$ cat src/rtl/rv_mem_bridge.sv
// rtl/rv_mem_bridge.sv - core-to-memory bridge: single-cycle access to registered req/ack bus
//
// Purpose:
//   Turns the multicycle core's memory access (fetch, load or store) into a
//   req/ack bus transaction with variable latency. The core is stalled until
//   the access completes or fails.
//
// Optional feature (macro RV_BRIDGE_TIMEOUT_EN):
//   When defined, a WAIT that sees no bus_ack for TIMEOUT cycles is aborted
//   and reported as an error. When undefined, WAIT lasts until bus_ack.
//
// Ports:
//   clk        in   system clock, rising edge
//   rst_n      in   asynchronous active-low reset
//   cpu_req    in   access request, sampled only in IDLE
//   cpu_we     in   1 = store, 0 = read
//   cpu_addr   in   byte address (must be word aligned)
//   cpu_wdata  in   store data
//   cpu_rdata  out  registered read data, valid with cpu_done
//   cpu_done   out  one-cycle completion pulse
//   cpu_err    out  qualifies cpu_done: access failed
//   stall      out  core must hold its state and inputs
//   bus_req    out  bus request, held until bus_ack
//   bus_we     out  registered write select
//   bus_addr   out  registered address
//   bus_wdata  out  registered write data
//   bus_ack    in   memory completion pulse
//   bus_rdata  in   read data, valid with bus_ack

module rv_mem_bridge #(
  parameter int AW      = 32,
  parameter int DW      = 32,
  parameter int TIMEOUT = 16
) (
  input  logic          clk,
  input  logic          rst_n,
  input  logic          cpu_req,
  input  logic          cpu_we,
  input  logic [AW-1:0] cpu_addr,
  input  logic [DW-1:0] cpu_wdata,
  output logic [DW-1:0] cpu_rdata,
  output logic          cpu_done,
  output logic          cpu_err,
  output logic          stall,
  output logic          bus_req,
  output logic          bus_we,
  output logic [AW-1:0] bus_addr,
  output logic [DW-1:0] bus_wdata,
  input  logic          bus_ack,
  input  logic [DW-1:0] bus_rdata
);

  if (DW != 32 || TIMEOUT < 1 || TIMEOUT > 255) begin : g_bad_param
    $error("rv_mem_bridge: DW must be 32 and TIMEOUT must be in 1..255");
  end

  typedef enum logic [1:0] {
    S_IDLE,
    S_WAIT,
    S_DONE,
    S_ERR
  } state_t;

  state_t state;

`ifdef RV_BRIDGE_TIMEOUT_EN
  localparam logic [7:0] TO_LAST = 8'(TIMEOUT - 1);
  logic [7:0] wait_cnt;
`endif

  // cpu_done is registered and only high in DONE/ERR, so the core is released
  // in the completion cycle. Gating with rst_n keeps every output low while
  // reset is asserted even if the core keeps cpu_req high.
  assign stall = rst_n & cpu_req & ~cpu_done;

  always_ff @(posedge clk or negedge rst_n) begin
    if (!rst_n) begin
      state     <= S_IDLE;
      bus_req   <= 1'b0;
      bus_we    <= 1'b0;
      bus_addr  <= '0;
      bus_wdata <= '0;
      cpu_rdata <= '0;
      cpu_done  <= 1'b0;
      cpu_err   <= 1'b0;
`ifdef RV_BRIDGE_TIMEOUT_EN
      wait_cnt  <= 8'd0;
`endif
    end else begin
      // completion flags are single-cycle pulses
      cpu_done <= 1'b0;
      cpu_err  <= 1'b0;

      case (state)
        S_IDLE: begin
          if (cpu_req) begin
            if (cpu_addr[1:0] != 2'b00) begin
              // misaligned: fail without touching the bus
              state    <= S_ERR;
              cpu_done <= 1'b1;
              cpu_err  <= 1'b1;
            end else begin
              bus_we    <= cpu_we;
              bus_addr  <= cpu_addr;
              bus_wdata <= cpu_wdata;
              bus_req   <= 1'b1;
              state     <= S_WAIT;
`ifdef RV_BRIDGE_TIMEOUT_EN
              wait_cnt  <= 8'd0;
`endif
            end
          end
        end

        S_WAIT: begin
          if (bus_ack) begin
            // stores complete on ack; their bus_rdata is meaningless
            if (!bus_we) begin
              cpu_rdata <= bus_rdata;
            end
            bus_req  <= 1'b0;
            cpu_done <= 1'b1;
            state    <= S_DONE;
          end
`ifdef RV_BRIDGE_TIMEOUT_EN
          else if (wait_cnt == TO_LAST) begin
            // an ack in this same cycle would have taken the branch above
            bus_req  <= 1'b0;
            cpu_done <= 1'b1;
            cpu_err  <= 1'b1;
            state    <= S_ERR;
          end else begin
            wait_cnt <= wait_cnt + 8'd1;
          end
`endif
        end

        // cpu_req is not sampled here; the next access starts from IDLE
        S_DONE:  state <= S_IDLE;
        S_ERR:   state <= S_IDLE;
        default: state <= S_IDLE;
      endcase
    end
  end

endmodule

$ cat config.mk
export PLATFORM = sky130hd
export DESIGN_NAME = rv_mem_bridge
export DESIGN_NICKNAME = d
export VERILOG_FILES = /design/src/rtl/rv_mem_bridge.sv
export SDC_FILE = /design/constraint.sdc
export NUM_CORES = 1
export LEC_CHECK = 0
export CORE_ASPECT_RATIO = 2
export CORE_MARGIN = 2
export CORE_UTILIZATION = 39
export CTS_CLUSTER_DIAMETER = 30
export CTS_CLUSTER_SIZE = 12
export DETAILED_ROUTE_END_ITERATION = 8
export PLACE_DENSITY_LB_ADDON = 0.15
export RECOVER_POWER = 25
export SETUP_SLACK_MARGIN = 0.02
export SLEW_MARGIN = 10
export SYNTH_ARGS = -nofsm -noshare
export SYNTH_HDL_FRONTEND = slang
export SYNTH_SLANG_ARGS = --single-unit
$ cat constraint.sdc
create_clock -name clk -period 1.75 [get_ports clk]
set_input_delay 0.4375 -clock clk [delete_from_list [all_inputs] [get_ports clk]]
set_output_delay 0.4375 -clock clk [all_outputs]
set_load 0.1 [all_outputs]
==> reports/results.ini <==
[floorplanning]
dieArea_sq_mm=0.01058
die-width_microns=73.74
io_pins=202
core_region_area_sq_mm=0.009572
floorplan.initialDensity_pct=39.63
core.rowCount=51
floorplan.die.height_microns=143.5

[logic_synthesis]
post_synth_num_cell_types=15
yosysWarningCount=0
synth.ff_latch_count=102
synth_largest_area_cell=sky130_fd_sc_hd__dfrtp_1
synth.cell_area_sq_mm=0.003794
syn-instance-count=223
syn_area_per_cell_sq_um=17.01
synth_sequential_area_ratio_pct=67.28
synth.top_cells.by_area=sky130_fd_sc_hd__dfrtp_1 67%, sky130_fd_sc_hd__mux2_2 28%, sky130_fd_sc_hd__buf_6 1.2%
syn-num-nets=324
yosysTopAreaCellShare_pct=67.28

[cells_and_area]
final_nets=543
areaGrowthSynthToFinish_pct=96.17
most_frequent_standard_cell_in_the_layout_excluding_fill_and_tap_cells=sky130_fd_sc_hd__buf_12
fin_util_pct=77.75
mostFrequentLayoutCells=105 x sky130_fd_sc_hd__buf_12, 101 x sky130_fd_sc_hd__dfrtp_1, 96 x sky130_fd_sc_hd__clkdlybuf4s50_1
number_of_inserted_diodes=0
fraction_of_final_layout_cells_with_drive_strength_greater_than_1_pct=51.57
n_fill_cell=545
fin_area_sq_mm=0.007442

[detailed_routing]
drc=0
vias_per_cell=4.833
drtAntennaViolNets=0
detailroute.via_count=2668
detail_route.first_pass.iterations=4
drt-wirelength-per-cell_microns=18.50
totalWireLength_microns=10210
drt_first_iter_violations=139

[setup_path]
cpPeakStageDelay_ns=0.40
critPathLaunchType=register
cell_count_of_the_worst_reg_to_reg_path=5
reg2reg_slack_ns=0.09
r2r-end=bus_addr[15]
arrival_ns=1.89
cp.required_ns=1.98
cp-end-kind=register
critPathKind=reg2reg
crit_slowest_cell=sky130_fd_sc_hd__dfrtp_1
worst_r2r_startpoint=state[0]
path_cells=nand2b_4 -> nor4_4 -> buf_6 -> clkbuf_16 -> mux2_2
crit_path_max_fanout=8

[clock_tree]
clock_tree.root_cell=sky130_fd_sc_hd__clkbuf_16
clock_tree.buffer_depth=2
clkLatencyLatePin_ns=0.34
cts_inserted_buffers=9
clock_tree.htree_level_count=3
clock_sink_count=102
post_cts_hold_buffer_count=0
worst_setup_hold_path_clk_slew_ns=0.07
cts_tree=built

[global_route]
antenna_found_initial=0
gr_busiest_metal=met2
grtUsageMet2_pct=28.81
global_route.usage.met1_pct=22.72
global_route.overflow_total=0
grt.total_usage_pct=18.20
vias_in_the_first_global_route=2881
grt_pass1_wl_microns=14490
grt_max_degree=103
met3_usage_pct=7.083

[placed_design]
gp_congestion=0.7362
pre_cts_slack_ns=-0.4181
dpl-instance-area_sq_mm=0.007003
detailed_place_hpwl_microns=7349
port_buffers=201

[sta]
setup_ws_ns=0.08953
rsz0062_at_grt=false
fin_crit_sh_pct=94.88
finalCriticalPeriod_ns=1.660
setup-violations-final=0
timing_worst_slew_pin_value_ns=0.5363
final.setup_skew_ns=0.006169
max_slew_margin_pct=64.25
fmax_ghz=0.6022
maxSlewViolCount=0
hold_viol_final=0
fin_hold_ws_ns=0.2589

[min_path]
holdCritPathClass=in2async

[flow_run]
cap_violations=0

[outcome]
outcome=complete, no violations

-- critical path, delay by kind of cell, from the launching register on --
family | cells | cell delay (ns)
AND/OR/NAND/NOR | 2 | 0.40
multiplexers | 1 | 0.34
flip-flops | 1 | 0.40
buffers and inverters | 2 | 0.39
-- state kept, by name (all words and copies together), names as in the netlist --
name,count
bus_we,1
bus_wdata,32
cpu_done,1
bus_req,1
cpu_err,1
state,2
cpu_rdata,32
bus_addr,32
-- logic make-up after synthesis --
| group | synth area share (%) |
|---|---|
| flip-flops | 67.28 |
| multiplexers | 28.20 |
| AND/OR/NAND/NOR | 1.748 |
| buffers and inverters | 2.045 |
| AO/OA/AOI/OAI | 0.7257 |
-- through the flow --
step	setup TNS [ns]	instances
after floorplan	-0.08233	223
after global placement	-26.77	528
after detailed placement	-30.92	528
after CTS	0	544
after global routing	0	552
final	0	552
-- layer usage --
layer | part of all wire [%] | vias up
met2 | 52 | 136
met4 | 1.6 | 0
met1 | 37 | 1296
met3 | 8.8 | 11
met5 | 0 | -
li1 | - | 1225
-- area by class of cell --
| type | instances | area [sq um] | area share (%) |
|---|---|---|---|
| timing repair buffer | 218 | 3287 | 44.17 |
| clock inverter | 4 | 32.53 | 0.4371 |
| multi-input combinational | 111 | 1194 | 16.04 |
| clock buffer | 11 | 242.7 | 3.262 |
| sequential | 102 | 2554 | 34.31 |
| tap | 106 | 132.6 | 1.782 |
-- cell usage after synthesis, drive strengths merged --
| cell | n |
|---|---|
| dfrtp | 102 |
| mux2 | 95 |
| buf | 10 |
| nor2 | 3 |
| a21oi | 2 |
| nand2 | 2 |
| nand2b | 2 |
| nor2b | 2 |
| o21ai | 2 |
| nor3 | 1 |
| nor4 | 1 |
| o21bai | 1 |
-- repair_timing --
| action | 4_1_cts | 5_1_grt |
|---|---|---|
| pin swaps | 1 | 1 |
| gates cloned | 0 | 8 |
| buffers inserted | 1 | 0 |
| resized for setup | 1 | 7 |
| endpoints found under the setup margin | 64 | 63 |
-- how the worst max path moves through the flow --
stage                     slack [ns]     start            to  cells past startpoint
final                           0.09  state[0]  bus_addr[15]                      5
after global routing            0.03  state[0]  bus_addr[25]                      5
after CTS                       0.03  state[0]  bus_addr[15]                      5
after detailed placement       -0.42   cpu_req  bus_addr[15]                      5
after global placement         -0.35   cpu_req  bus_wdata[8]                      5
after floorplan                -0.08  cpu_done         stall                      1
Power is not shown: default switching activity piles up to over one toggle a cycle in this logic, so the estimate is an artifact.
